[src/rtl/pic_usart_async.sv]
// PIC16F628A-style asynchronous USART: 8N1 framing, 16x oversampling, TXREG buffer + TSR shifter,
// and a small receive FIFO that models RCREG. uart_rx is asynchronous to clk.
module pic_usart_async #(
  parameter int RX_SYNC_STAGES = 2,
  parameter int RX_FIFO_DEPTH  = 2
) (
  input  logic       clk,
  input  logic       rst,
  input  logic [7:0] data_in,
  input  logic       txreg_wr_en,
  input  logic       txsta_wr_en,
  input  logic       rcsta_wr_en,
  input  logic       spbrg_wr_en,
  input  logic       rcreg_rd_en,
  output logic [7:0] txsta,
  output logic [7:0] rcsta,
  output logic [7:0] spbrg,
  output logic [7:0] rcreg,
  output logic       txif,
  output logic       rcif,
  input  logic       uart_rx,
  output logic       uart_tx
);

  localparam int AW = $clog2(RX_FIFO_DEPTH);
  localparam logic [AW:0] PTR_ONE = {{AW{1'b0}}, 1'b1};

  typedef enum logic [1:0] {TX_IDLE, TX_START, TX_DATA, TX_STOP} tx_state_e;
  typedef enum logic [1:0] {RX_IDLE, RX_START, RX_DATA, RX_STOP} rx_state_e;

  logic       spen_q, spen_d, cren_q, cren_d, txen_q, txen_d, oerr_q, oerr_d;
  logic [7:0] spbrg_q, spbrg_d, brg_cnt_q, brg_cnt_d;
  logic       tick16;

  tx_state_e  tx_state_q, tx_state_d;
  logic [3:0] tx_tick_q, tx_tick_d;
  logic [2:0] tx_bit_q, tx_bit_d;
  logic [7:0] tsr_q, tsr_d, txbuf_q, txbuf_d;
  logic       txbuf_full_q, txbuf_full_d, tx_load, tx_ok;

  logic [RX_SYNC_STAGES-1:0] rx_sync_q, rx_sync_d;
  logic       rx_in, rx_prev_q, rx_prev_d, rx_abort, rx_push;
  rx_state_e  rx_state_q, rx_state_d;
  logic [3:0] rx_tick_q, rx_tick_d;
  logic [2:0] rx_bit_q, rx_bit_d;
  logic [7:0] rx_shift_q, rx_shift_d;
  logic [8:0] rx_push_data;

  logic [8:0]  fifo_q [RX_FIFO_DEPTH];
  logic [8:0]  fifo_d [RX_FIFO_DEPTH];
  logic [AW:0] wr_ptr_q, wr_ptr_d, rd_ptr_q, rd_ptr_d;
  logic        fifo_empty, fifo_full, fifo_pop, push_ok;
  logic [8:0]  fifo_head;

  // Control registers and the shared baud generator (held in reload while SPEN=0)
  always_comb begin
    spen_d    = spen_q;
    cren_d    = cren_q;
    txen_d    = txen_q;
    spbrg_d   = spbrg_q;
    brg_cnt_d = brg_cnt_q - 8'd1;
    if (txsta_wr_en) txen_d = data_in[5];
    if (rcsta_wr_en) begin
      spen_d = data_in[7];
      cren_d = data_in[4];
    end
    if (spbrg_wr_en) spbrg_d = data_in;
    if (spbrg_wr_en)                         brg_cnt_d = data_in;
    else if (!spen_q || brg_cnt_q == 8'd0)   brg_cnt_d = spbrg_q;
  end

  assign tick16 = spen_q && (brg_cnt_q == 8'd0);
  assign tx_ok  = spen_q && txen_q;

  always_comb begin
    tx_state_d   = tx_state_q;
    tx_tick_d    = tx_tick_q;
    tx_bit_d     = tx_bit_q;
    tsr_d        = tsr_q;
    txbuf_d      = txbuf_q;
    txbuf_full_d = txbuf_full_q;
    tx_load      = 1'b0;
    if (txreg_wr_en && !txbuf_full_q) begin
      txbuf_d      = data_in;
      txbuf_full_d = 1'b1;
    end
    case (tx_state_q)
      TX_IDLE:  tx_load = txbuf_full_q;
      TX_START: if (tick16) begin
        tx_tick_d = tx_tick_q + 4'd1;
        if (tx_tick_q == 4'd15) begin
          tx_state_d = TX_DATA;
          tx_bit_d   = 3'd0;
        end
      end
      TX_DATA: if (tick16) begin
        tx_tick_d = tx_tick_q + 4'd1;
        if (tx_tick_q == 4'd15) begin
          tsr_d    = {1'b0, tsr_q[7:1]};
          tx_bit_d = tx_bit_q + 3'd1;
          if (tx_bit_q == 3'd7) tx_state_d = TX_STOP;
        end
      end
      TX_STOP: if (tick16) begin
        tx_tick_d = tx_tick_q + 4'd1;
        if (tx_tick_q == 4'd15) begin
          tx_state_d = TX_IDLE;
          tx_load    = txbuf_full_q;
        end
      end
      default: tx_state_d = TX_IDLE;
    endcase
    // A pending buffer enters the shifter straight from STOP, so frames run back-to-back
    if (tx_load) begin
      tsr_d        = txbuf_q;
      txbuf_full_d = 1'b0;
      tx_state_d   = TX_START;
      tx_tick_d    = 4'd0;
    end
    if (!tx_ok) begin
      tx_state_d   = TX_IDLE;
      tx_tick_d    = 4'd0;
      txbuf_full_d = 1'b0;
    end
  end

  assign rx_sync_d = {rx_sync_q[RX_SYNC_STAGES-2:0], uart_rx};
  assign rx_in     = rx_sync_q[RX_SYNC_STAGES-1];
  assign rx_prev_d = rx_in;
  assign rx_abort  = !(spen_q && cren_q) || (rcsta_wr_en && !(data_in[7] && data_in[4]));

  always_comb begin
    rx_state_d   = rx_state_q;
    rx_tick_d    = rx_tick_q;
    rx_bit_d     = rx_bit_q;
    rx_shift_d   = rx_shift_q;
    rx_push      = 1'b0;
    rx_push_data = {1'b0, rx_shift_q};
    case (rx_state_q)
      RX_IDLE: if (!oerr_q && rx_prev_q && !rx_in) begin
        rx_state_d = RX_START;
        rx_tick_d  = 4'd0;
      end
      RX_START: if (tick16) begin
        rx_tick_d = rx_tick_q + 4'd1;
        if (rx_tick_q == 4'd7) begin
          rx_state_d = rx_in ? RX_IDLE : RX_DATA;
          rx_tick_d  = 4'd0;
          rx_bit_d   = 3'd0;
        end
      end
      RX_DATA: if (tick16) begin
        rx_tick_d = rx_tick_q + 4'd1;
        if (rx_tick_q == 4'd15) begin
          rx_shift_d = {rx_in, rx_shift_q[7:1]};
          rx_bit_d   = rx_bit_q + 3'd1;
          if (rx_bit_q == 3'd7) rx_state_d = RX_STOP;
        end
      end
      RX_STOP: if (tick16) begin
        rx_tick_d = rx_tick_q + 4'd1;
        if (rx_tick_q == 4'd15) begin
          rx_push      = 1'b1;
          rx_push_data = {!rx_in, rx_shift_q};
          rx_state_d   = RX_IDLE;
        end
      end
      default: rx_state_d = RX_IDLE;
    endcase
    if (rx_abort) begin
      rx_state_d = RX_IDLE;
      rx_tick_d  = 4'd0;
      rx_push    = 1'b0;
    end
  end

  assign fifo_empty = (wr_ptr_q == rd_ptr_q);
  assign fifo_full  = (wr_ptr_q[AW] != rd_ptr_q[AW]) && (wr_ptr_q[AW-1:0] == rd_ptr_q[AW-1:0]);
  assign fifo_pop   = rcreg_rd_en && !fifo_empty;
  assign push_ok    = rx_push && (!fifo_full || fifo_pop);
  assign fifo_head  = fifo_q[rd_ptr_q[AW-1:0]];

  // Pop frees the head slot first, so a simultaneous push into a full FIFO still fits
  always_comb begin
    fifo_d   = fifo_q;
    wr_ptr_d = wr_ptr_q;
    rd_ptr_d = rd_ptr_q;
    oerr_d   = oerr_q;
    if (fifo_pop) rd_ptr_d = rd_ptr_q + PTR_ONE;
    if (push_ok) begin
      fifo_d[wr_ptr_q[AW-1:0]] = rx_push_data;
      wr_ptr_d                 = wr_ptr_q + PTR_ONE;
    end
    if (rx_push && !push_ok) oerr_d = 1'b1;
    if (rcsta_wr_en && !data_in[4]) oerr_d = 1'b0;
  end

  always_ff @(posedge clk) begin
    if (rst) begin
      spen_q       <= 1'b0;
      cren_q       <= 1'b0;
      txen_q       <= 1'b0;
      oerr_q       <= 1'b0;
      spbrg_q      <= 8'h00;
      brg_cnt_q    <= 8'h00;
      tx_state_q   <= TX_IDLE;
      tx_tick_q    <= 4'd0;
      tx_bit_q     <= 3'd0;
      tsr_q        <= 8'h00;
      txbuf_q      <= 8'h00;
      txbuf_full_q <= 1'b0;
      rx_sync_q    <= '1;
      rx_prev_q    <= 1'b1;
      rx_state_q   <= RX_IDLE;
      rx_tick_q    <= 4'd0;
      rx_bit_q     <= 3'd0;
      rx_shift_q   <= 8'h00;
      fifo_q       <= '{default: '0};
      wr_ptr_q     <= '0;
      rd_ptr_q     <= '0;
    end else begin
      spen_q       <= spen_d;
      cren_q       <= cren_d;
      txen_q       <= txen_d;
      oerr_q       <= oerr_d;
      spbrg_q      <= spbrg_d;
      brg_cnt_q    <= brg_cnt_d;
      tx_state_q   <= tx_state_d;
      tx_tick_q    <= tx_tick_d;
      tx_bit_q     <= tx_bit_d;
      tsr_q        <= tsr_d;
      txbuf_q      <= txbuf_d;
      txbuf_full_q <= txbuf_full_d;
      rx_sync_q    <= rx_sync_d;
      rx_prev_q    <= rx_prev_d;
      rx_state_q   <= rx_state_d;
      rx_tick_q    <= rx_tick_d;
      rx_bit_q     <= rx_bit_d;
      rx_shift_q   <= rx_shift_d;
      fifo_q       <= fifo_d;
      wr_ptr_q     <= wr_ptr_d;
      rd_ptr_q     <= rd_ptr_d;
    end
  end

  assign uart_tx = (tx_state_q == TX_START) ? 1'b0 :
                   (tx_state_q == TX_DATA)  ? tsr_q[0] : 1'b1;
  assign txif  = !txbuf_full_q;
  assign rcif  = !fifo_empty;
  assign txsta = {2'b00, txen_q, 3'b000, (tx_state_q == TX_IDLE), 1'b0};
  assign rcsta = {spen_q, 2'b00, cren_q, 1'b0, (!fifo_empty && fifo_head[8]), oerr_q, 1'b0};
  assign spbrg = spbrg_q;
  assign rcreg = fifo_empty ? 8'h00 : fifo_head[7:0];

endmodule
[config.mk]
export PLATFORM = sky130hd
export DESIGN_NAME = pic_usart_async
export DESIGN_NICKNAME = d
export VERILOG_FILES = /design/src/rtl/pic_usart_async.sv
export SDC_FILE = /design/constraint.sdc
export NUM_CORES = 1
export LEC_CHECK = 0
export CORE_ASPECT_RATIO = 1.1
export CORE_UTILIZATION = 40
export CTS_CLUSTER_SIZE = 24
export DETAILED_ROUTE_END_ITERATION = 12
export MAX_ROUTING_LAYER = met4
export SLEW_MARGIN = 20
export SYNTH_ARGS = -nofsm -noshare
export SYNTH_HDL_FRONTEND = slang
export SYNTH_SLANG_ARGS = --single-unit
[constraint.sdc]
create_clock -name clk -period 2.7 [get_ports clk]
set_input_delay 0.54 -clock clk [delete_from_list [all_inputs] [get_ports clk]]
set_output_delay 0.54 -clock clk [all_outputs]
set_load 0.01 [all_outputs]
# [Word-level counts from Yosys, hierarchy flattened]
# Cells that the tools add are included.
[word_totals] ff_bits=88 latch_bits=0 mem_bits_rw=0 mem_bits_ro=0 in_bits=16 output_inout_bits=35 word_cells=185 memories=0
[classes] addsub=7 mul=0 div_mod_pow=0 n_lt_le_gt_ge=3 eq_ne=37 shifts=0 muxes=59 bitwise=3 reduce_logical=53
[op_table] cell="$mux 9" count=7
[op_table] cell="$mux 8" count=7
[op_table] cell="$mux 2" count=16
[op_table] cell="$ne 2x2->1 const B" count=15
[op_table] cell="$mux 3" count=8
[op_table] cell="$reduce_and 8->1" count=3
[op_table] cell="$ne 3x3->1 const B" count=7
[op_table] cell="$bwmux 18" count=1
[op_table] cell="$mux 4" count=4
[op_table] cell="$logic_and 1x1->1" count=15
[op_table] cell="$pmux 3 s2" count=2
[op_table] cell="$pmux 4 s3" count=1
[op_table] cell="$logic_not 1->1" count=10
[op_table] cell="$reduce_and 5->1" count=2
[op_table] cell="$reduce_bool 2->1" count=5
[op_table] cell="$demux 9 s1" count=1
[op_table] cell="$mux 1" count=9
[op_table] cell="$reduce_and 3->1" count=3
[op_table] cell="$add 4x1->4 const B" count=2
[op_table] cell="$eq 2x2->1 const B" count=4
[op_table] cell="$eq 4x4->1 const B" count=2
[op_table] cell="$logic_not 8->1" count=1
[op_table] cell="$pmux 2 s4" count=1
[op_table] cell="$reduce_or 2->1" count=4
[op_table] cell="22 further kinds" count=32

# [Logic depth before layout (Yosys ltp)]
# Gate-level depths: netlist of run 1.
[logic_depth] ltp_word=8 depth_mapped=8 mapped_depth_nobuf=6

# [Worst setup path before layout of run 1]
# No wires, ideal clock.
[synth_path] path_kind="flip-flop to flip-flop" from="register brg_cnt_q[0]" to="register wr_ptr_q[1]" setup_time_ps=123 arrival_time_ps=1777 t_required_ps=2577 path_slack_ps=800 stages_incl_launch_ff=8 synth_period_minus_slack_ps=1900 path_cell_list="dfxtp_1 inv_1 ha_1 nor3b_1 and4_1 nand3_1 buf_2 mux2_1"
[synth_via] elab_chain_len=6
[synth_rtl] element="from (decl)" line_no="32" text="logic [7:0] spbrg_q, spbrg_d, brg_cnt_q, brg_cnt_d;"
[synth_rtl] element="from (signal assigned)" line_no="227" text="brg_cnt_q <= brg_cnt_d;"
[synth_rtl] element="$logic_not 8->1" line_no="72" text="assign tick16 = spen_q && (brg_cnt_q == 8'd0);"
[synth_rtl] element="$logic_and 1x1->1" line_no="72"
[synth_rtl] element="$mux 1" line_no="160" text="RX_STOP: if (tick16) begin"
[synth_rtl] element="$mux 1" line_no="139" text="case (rx_state_q)"
[synth_rtl] element="$mux 1" line_no="170" text="if (rx_abort) begin"
[synth_rtl] element="$logic_and 1x1->1" line_no="180" text="assign push_ok = rx_push && (!fifo_full || fifo_pop);"
[synth_rtl] element="to (signal assigned)" line_no="241" text="wr_ptr_q <= wr_ptr_d;"
[synth_rtl] element="to (decl)" line_no="51" text="logic [AW:0] wr_ptr_q, wr_ptr_d, rd_ptr_q, rd_ptr_d;"
# No other way between the ends.
# A chain may end at the register's enable or synchronous reset.

# [Worst setup path in the final report of run 1]
[layout_path] from="register wr_ptr_q[0]" to="output port rcreg[3]"
[layout_via] elab_chain_len=2
[layout_rtl] element="$eq 2x2->1" line_no="177" text="assign fifo_empty = (wr_ptr_q == rd_ptr_q);"
[layout_rtl] element="$mux 8" line_no="253" text="assign rcreg = fifo_empty ? 8'h00 : fifo_head[7:0];"
[layout_rtl] element="to (decl)" line_no="18" text="output logic [7:0] rcreg,"
# No other way between the ends.

==> out/metrics.yaml, run 1 <==
floorplan:
  die_w_um: 101.9
  fp-row-count: 39
  design.die.area_mm2: 0.01140
  floorplan.initialDensity_pct: 41.64
  core_area_mm2: 0.01054
  die_outline_height_um: 111.9
  num_io_pins: 51
synthesis:
  synth-seq-area-share_pct: 40.14
  number_of_register_bits_inferred_by_synthesis: 88
  synth_compound_gate_area_share_pct: 11.72
  synthXorXnorAreaFrac_pct: 2.195
  most_instantiated_flip_flop_cell_in_the_synthesis_netlist: "sky130_fd_sc_hd__dfxtp_1"
  synth.area.mux_share_pct: 10.29
  synth_top_family_by_area: "simple AND/OR/NAND/NOR gates"
  gate_count_after_technology_mapping: 494
  number_of_flops_mapped_to_enable_cells_by_yosys: 0
  synthesis.area_per_instance_um2: 8.885
  post_synth_fa_ha_maj_area_fraction_pct: 3.706
  synth.cell_area_mm2: 0.004389
  synth_warnings: 0
  postSynth.asyncResetShare_pct: 0
  synth_cell_types: 67
  post_synth_and_or_nand_nor_area_fraction_pct: 26.03
global_route:
  grt_remaining_overflow: 0
  vias_in_the_first_global_route: 3343
  grt-busiest-layer: "met2"
  initial_antenna_violation_count: 0
  met3_usage_pct: 4.269
  grt_pass1_wl_um: 15680
  grt_start_max_net_pins: 33
  groute.usage.overall_pct: 17.99
  gr_layer_usage_met2_pct: 28.51
  grt.met1_usage_pct: 22.32
timing:
  min_period_over_period_pct: 89.32
  timing.slew.headroom_pct: 55.50
  hold_viol: 0
  setup_viol_count_final: 0
  final_critical_path_setup_slack_ns: 0.2884
  final.hold.worst_slack_ns: 0.4120
  worst_pin_slew_ns: 0.6661
  clock.fmax_mhz: 414.7
  tns_ns: 0
  post-route-min-period_ns: 2.412
  final.setup_skew_ns: 0.007091
  maxSlewViolCount: 0
  rsz0062_at_grt: "no"
clock_network:
  tritoncts.num_buffers: 9
  clock_sinks: 88
  clkLatencyLatePin_ns: 0.34
  tritoncts_clock_tree: "done"
  ctsHoldBuffers: 0
  post_cts.resized_instances: 0
  cts.clk_slew.worst_paths_ns: 0.06
  post_cts_setup_repair_bufs: 0
  cts_max_path_buffers: 2
  htree_num_levels: 3
  clock_root_buffer_master: "sky130_fd_sc_hd__clkbuf_16"
min_path:
  worst_hold_startpoint: "rx_sync_q[0]$_SDFF_PP1_"
  worst_hold_path.num_cells: 1
  hold-path-endpoint: "rx_sync_q[1]$_SDFF_PP1_"
  holdCritPathClass: "reg -> reg"
critical_path:
  source_of_the_worst_register_to_register_timing_path: "brg_cnt_q[0]$_SDFF_PP0_"
  worst-endpoint-arrival_ns: 1.87
  ff2ff_setup_slack_ns: 0.45
  worst_ep_required_time_ns: 2.16
  endpoint_type_of_the_worst_setup_path: "output port"
  worstRegToRegCells: 7
  timing.critical_path.fanout_max: 10
  startpoint_type: "flop"
  critical_register_to_register_path_endpoint: "fifo_q[9]$_SDFFE_PP0P_"
  timing.setup.critical_path_class: "reg -> out"
pwr:
  netSwitchingFraction_pct: 21.99
  internal_power_mw: 2.250
  p_switching_mw: 0.6345
  vdd_ir_drop_max_uv: 318.2
  p_leak_nw: 1.966
  clockPowerShare_pct: 45.0
  power_share_of_the_combinational_group_pct: 8.1
  power.sequential.fraction_pct: 46.9
  p_per_area_mw_per_mm2: 558.5
placement:
  placement.cell_area_mm2: 0.004853
  hpwl_um: 6667
  preCtsSetupSlack_ns: 0.4474
  numPortBuffers: 40
  placed_cells: 656
  place_congestion: 0.7943
finish:
  finalNonFillerCells: 670
  final_nets: 553
  ff_latch_area_mm2: 0.001762
  n_antenna_cell: 0
  syn2layout_area_growth_pct: 17.67
  layout.cells.most_common_list: "88 x sky130_fd_sc_hd__dfxtp_1, 51 x sky130_fd_sc_hd__nand2_1, 45 x sky130_fd_sc_hd__nor2_1"
  layout-drive-gt1-share_pct: 8.729
  final_common_cell: "sky130_fd_sc_hd__dfxtp_1"
  layout.filler_cells: 1058
  layout.cell_area.non_filler_mm2: 0.005165
  multi_input_area_mm2: 0.002407
routing:
  route.detailed.wl_per_inst_um: 13.83
  detail_route.vias_per_cell: 5.230
  wire_length_after_detailed_routing_um: 9266
  detailedRoute.firstPassIterationCount: 4
  detail-route-antenna-nets: 0
  drt-initial-drc-count: 161
  remaining_drc_errors: 0
  vias: 3504
flow_run:
  cap_violations: 0
outcome:
  outcome: "finished, final reports clean"
## per-stage QoR
stage	util (%)	total power [mW]
after global placement	46.05	1.609
after CTS	48.98	2.916
after floorplan	-	1.541
after global routing	49.00	2.988
final	49.00	2.885
after detailed placement	46.05	1.613
## per-layer routing
metal,wire length (µm),vias up
met5,0,-
met4,166,0
met3,299,11
met2,4475,62
met1,4324,1666
li1,-,1765
## kinds of logic after synthesis
family                     Yosys count
AOI/OAI and AO/OA                   79
xor gates and xnor gates            11
adders and majority gates           13
buffers and inverters               50
DFF                                 88
muxes                               45
other                                1
and+or+nand+nor                    207
## sequential cells by signal, summed over array words and instances, names as in the netlist, named ones only
| name | count |
|---|---|
| spbrg | 8 |
| rx_tick_q | 4 |
| txen_q | 1 |
| tsr_q | 8 |
| tx_bit_q | 3 |
| rx_sync_q | 2 |
| fifo_q | 18 |
| txbuf_full_q | 1 |
| rx_shift_q | 8 |
| cren_q | 1 |
| tx_state_q | 2 |
| rd_ptr_q | 2 |
| rx_bit_q | 3 |
| wr_ptr_q | 2 |
| oerr_q | 1 |
| rx_prev_q | 1 |
| txbuf_q | 8 |
| brg_cnt_q | 8 |
| spen_q | 1 |
| rx_state_q | 1 |
| tx_tick_q | 4 |
## synth_stat cells (2+ instances only)
cell type | count | share of area, %
sky130_fd_sc_hd__dfxtp_1 | 88 | 40
sky130_fd_sc_hd__nand2_1 | 51 | 4.4
sky130_fd_sc_hd__nor2_1 | 46 | 3.9
sky130_fd_sc_hd__mux2i_1 | 44 | 10
sky130_fd_sc_hd__nand2b_1 | 37 | 5.3
sky130_fd_sc_hd__a21oi_1 | 36 | 4.1
sky130_fd_sc_hd__clkbuf_1 | 18 | 1.5
sky130_fd_sc_hd__buf_4 | 15 | 2.6
sky130_fd_sc_hd__ha_1 | 13 | 3.7
sky130_fd_sc_hd__inv_1 | 10 | 0.86
sky130_fd_sc_hd__o21ai_0 | 9 | 1.0
sky130_fd_sc_hd__a311oi_1 | 8 | 1.6
sky130_fd_sc_hd__nand4_1 | 8 | 1.1
sky130_fd_sc_hd__nand3_1 | 6 | 0.68
sky130_fd_sc_hd__or2_2 | 6 | 0.86
sky130_fd_sc_hd__xnor2_1 | 6 | 1.2
sky130_fd_sc_hd__and3_1 | 5 | 0.71
sky130_fd_sc_hd__nor3_1 | 5 | 0.57
sky130_fd_sc_hd__nor3b_1 | 5 | 0.86
sky130_fd_sc_hd__xor2_1 | 5 | 1.0
sky130_fd_sc_hd__and3b_1 | 4 | 0.80
sky130_fd_sc_hd__buf_2 | 4 | 0.46
sky130_fd_sc_hd__nor2b_1 | 4 | 0.57
sky130_fd_sc_hd__o32ai_1 | 4 | 0.80
sky130_fd_sc_hd__a31oi_1 | 3 | 0.43
sky130_fd_sc_hd__and2_1 | 3 | 0.43
sky130_fd_sc_hd__o22ai_1 | 3 | 0.43
sky130_fd_sc_hd__or3_1 | 3 | 0.43
sky130_fd_sc_hd__or4_1 | 3 | 0.51
sky130_fd_sc_hd__a21bo_2 | 2 | 0.46
sky130_fd_sc_hd__and4_1 | 2 | 0.40
sky130_fd_sc_hd__buf_1 | 2 | 0.17
sky130_fd_sc_hd__or3b_1 | 2 | 0.40
## layout make-up
cell class | count | area share, %
Tap cell | 143 | 3.464
Clock buffer | 10 | 4.627
Inverter | 10 | 0.7267
Sequential cell | 88 | 34.11
Timing Repair Buffer | 50 | 9.109
Clock inverter | 4 | 1.357
Multi-Input combinational cell | 365 | 46.61
## critical path, cell delays in order, from the launching register on
cell and delay [ns]:
sky130_fd_sc_hd__dfxtp_1 0.38, sky130_fd_sc_hd__xor2_1 0.32, sky130_fd_sc_hd__nor2_2 0.17, sky130_fd_sc_hd__nor2_1 0.14, sky130_fd_sc_hd__clkdlybuf4s50_1 0.54
## power groups by stage
stage / registers, mW / clock network (mW) / logic (mW)
floorplan: 1.38 / 0 / 0.163
finish: 1.35 / 1.30 / 0.233
global route: 1.36 / 1.37 / 0.257
CTS: 1.35 / 1.33 / 0.233
global placement: 1.38 / 0 / 0.228
detailed placement: 1.38 / 0 / 0.231
## worst max-delay path by stage
stage / to / slack (ns) / from
after detailed placement: rcreg[3] / 0.45 / rd_ptr_q[1]$_SDFFE_PP0P_
after floorplan: wr_ptr_q[1]$_SDFFE_PP0N_ / 0.80 / brg_cnt_q[0]$_SDFF_PP0_
after global placement: rcreg[7] / 0.48 / rd_ptr_q[1]$_SDFFE_PP0P_
after global routing: rcreg[0] / 0.12 / wr_ptr_q[0]$_SDFFE_PP0N_
after CTS: rcreg[3] / 0.08 / rd_ptr_q[1]$_SDFFE_PP0P_
final: rcreg[3] / 0.29 / wr_ptr_q[0]$_SDFFE_PP0N_
No activity file was read; power rests on OpenSTA's default activity.
==> run 2: changes to the inputs <==
--- a/config.mk
+++ b/config.mk
@@ -10,7 +10,9 @@
 export CTS_CLUSTER_SIZE = 24
 export DETAILED_ROUTE_END_ITERATION = 12
 export MAX_ROUTING_LAYER = met4
+export SKIP_CTS_REPAIR_TIMING = 1
 export SLEW_MARGIN = 20
 export SYNTH_ARGS = -nofsm -noshare
 export SYNTH_HDL_FRONTEND = slang
 export SYNTH_SLANG_ARGS = --single-unit
+export TNS_END_PERCENT = 50
==> results of run 2 <==
Final layout, timing and power as in run 1 (identical DEF).
==> run 3: changes to the inputs <==
--- a/config.mk
+++ b/config.mk
@@ -7,9 +7,10 @@
 export LEC_CHECK = 0
 export CORE_ASPECT_RATIO = 1.1
 export CORE_UTILIZATION = 40
+export CTS_BUF_LIST = sky130_fd_sc_hd__clkbuf_16
 export CTS_CLUSTER_SIZE = 24
 export DETAILED_ROUTE_END_ITERATION = 12
-export MAX_ROUTING_LAYER = met4
+export PLACE_DENSITY = 0.69
 export SKIP_CTS_REPAIR_TIMING = 1
 export SLEW_MARGIN = 20
 export SYNTH_ARGS = -nofsm -noshare
==> out/metrics.yaml, run 3 (synthesized netlist as in run 1, its figures left out) <==
outcome:
  outcome: "finished, final reports clean"  # unchanged
routing:
  vias: 3494  # was 3,504
  drt-initial-drc-count: 86  # was 161
  remaining_drc_errors: 0  # unchanged
  detail-route-antenna-nets: 0  # unchanged
  wire_length_after_detailed_routing_um: 9501  # was 9266 µm
  detail_route.vias_per_cell: 5.199  # was 5.230
  detailedRoute.firstPassIterationCount: 5  # was 4
  route.detailed.wl_per_inst_um: 14.14  # was 13.83 µm
finish:
  finalNonFillerCells: 672  # was 670
  syn2layout_area_growth_pct: 16.82  # was 17.67%
  layout.cells.most_common_list: "88 x sky130_fd_sc_hd__dfxtp_1, 51 x sky130_fd_sc_hd__nand2_1, 45 x sky130_fd_sc_hd__nor2_1"  # unchanged
  largest_reg_flops: 18  # unchanged
  n_antenna_cell: 0  # unchanged
  final_common_cell: "sky130_fd_sc_hd__dfxtp_1"  # unchanged
  max_flop_register: "fifo_q"  # unchanged
  layout-drive-gt1-share_pct: 9.074  # was 8.729%
  final_nets: 553  # unchanged
floorplan:
  core_area_mm2: 0.01054  # unchanged
  design.die.area_mm2: 0.01140  # unchanged
  num_io_pins: 51  # unchanged
  floorplan.initialDensity_pct: 41.64  # unchanged
  die_w_um: 101.9  # unchanged
  die_outline_height_um: 111.9  # unchanged
  fp-row-count: 39  # unchanged
critical_path:
  worst_ep_required_time_ns: 2.16  # about the same
  worst-endpoint-arrival_ns: 1.93  # was 1.87 ns
  timing.setup.critical_path_class: "reg -> out"  # unchanged
  timing.critical_path.fanout_max: 10  # unchanged
  ff2ff_setup_slack_ns: 0.45  # about the same
  endpoint_type_of_the_worst_setup_path: "output port"  # unchanged
  startpoint_type: "flop"  # unchanged
global_route:
  initial_antenna_violation_count: 0  # unchanged
  grt_pass1_wl_um: 16350  # was 15,680 µm
  grt_remaining_overflow: 0  # unchanged
  vias_in_the_first_global_route: 3448  # was 3,343
  groute.usage.overall_pct: 18.19  # was 17.99%
  grt_start_max_net_pins: 46  # was 33
clock_network:
  cts_max_path_buffers: 2  # unchanged
  clock_root_buffer_master: "sky130_fd_sc_hd__clkbuf_16"  # unchanged
  tritoncts.num_buffers: 9  # unchanged
  cts.clk_slew.worst_paths_ns: 0.06  # about the same
  htree_num_levels: 3  # unchanged
  tritoncts_clock_tree: "done"  # unchanged
  clock_sinks: 88  # unchanged
  clkLatencyLatePin_ns: 0.34  # about the same
timing:
  worst_pin_slew_ns: 0.6137  # was 0.6661 ns
  clock.fmax_mhz: 404.9  # was 414.7 MHz
  min_period_over_period_pct: 91.46  # was 89.32%
  maxSlewViolCount: 0  # unchanged
  post-route-min-period_ns: 2.470  # was 2.412 ns
  final_critical_path_setup_slack_ns: 0.2305  # was 0.2884 ns
  setup_viol_count_final: 0  # unchanged
  tns_ns: 0  # unchanged
  rsz0062_at_grt: "no"  # unchanged
  timing.slew.headroom_pct: 59.00  # was 55.50%
  final.setup_skew_ns: 0.007738  # was 0.007091 ns
  hold_viol: 0  # unchanged
placement:
  preCtsSetupSlack_ns: 0.4196  # was 0.4474 ns
  hpwl_um: 6822  # was 6667 µm
  place_congestion: 0.7883  # was 0.7943
  placed_cells: 656  # unchanged
  numPortBuffers: 40  # unchanged
pwr:
  p_leak_nw: 1.940  # was 1.966 nW
  p_per_area_mw_per_mm2: 531.7  # was 558.5 mW/mm²
  vdd_ir_drop_max_uv: 356.4  # was 318.2 µV
min_path:
  holdCritPathClass: "reg -> reg"  # unchanged
flow_run:
  cap_violations: 0  # unchanged
==> run 3: routing by layer <==
layer	vias to the layer above	wire [µm]	global-route usage, %
met1	1652	4326	22.35
met3	15	322	4.206
li1	1764	-	-
met2	63	4629	30.50
met4	0	223	7.048
met5	-	0	0
==> run 3: critical path, stage by stage, from the launching register on <==
cell and delay, ns:
sky130_fd_sc_hd__dfxtp_1 0.39, sky130_fd_sc_hd__xor2_1 0.33, sky130_fd_sc_hd__nor2_2 0.17, sky130_fd_sc_hd__nor2_1 0.16
sky130_fd_sc_hd__clkdlybuf4s50_1 0.55
==> run 3: cell type report <==
class,instances,area [µm²]
clock buffer,9,225.2
tap,143,178.9
multi-input combinational,365,2407
fill,1010,5413
clock inverter,7,46.29
inverter,10,37.54
sequential,88,1762
timing repair buffer,50,470.5
==> run 3: final timing paths <==
kind / from / end / cells after the start
setup / recovery: wr_ptr_q[0]$_SDFFE_PP0N_ / rcsta[2] / 4
setup reg to reg: brg_cnt_q[0]$_SDFF_PP0_ / fifo_q[16]$_SDFFE_PP0P_ / 7
hold reg to reg: rx_sync_q[0]$_SDFF_PP1_ / rx_sync_q[1]$_SDFF_PP1_ / 1
hold / removal: rx_sync_q[0]$_SDFF_PP1_ / rx_sync_q[1]$_SDFF_PP1_ / 1
==> run 3: where the power goes <==
part	switching (mW)	internal, mW
combinational	0.130	0.103
clock	0.518	0.621
sequential	0.0285	1.33
==> run 3: through the flow <==
step                      utilization (%)  area, µm²  hold slack, ns  power, mW
after CTS                           48.62       5125          0.4128      2.753
after global placement              46.05       4853          0.3973      1.607
after detailed placement            46.05       4853          0.3977      1.613
after global routing                48.65       5127          0.4295      2.840
final                               48.65       5127          0.4099      2.726
after floorplan                         -       4423          0.3895      1.541
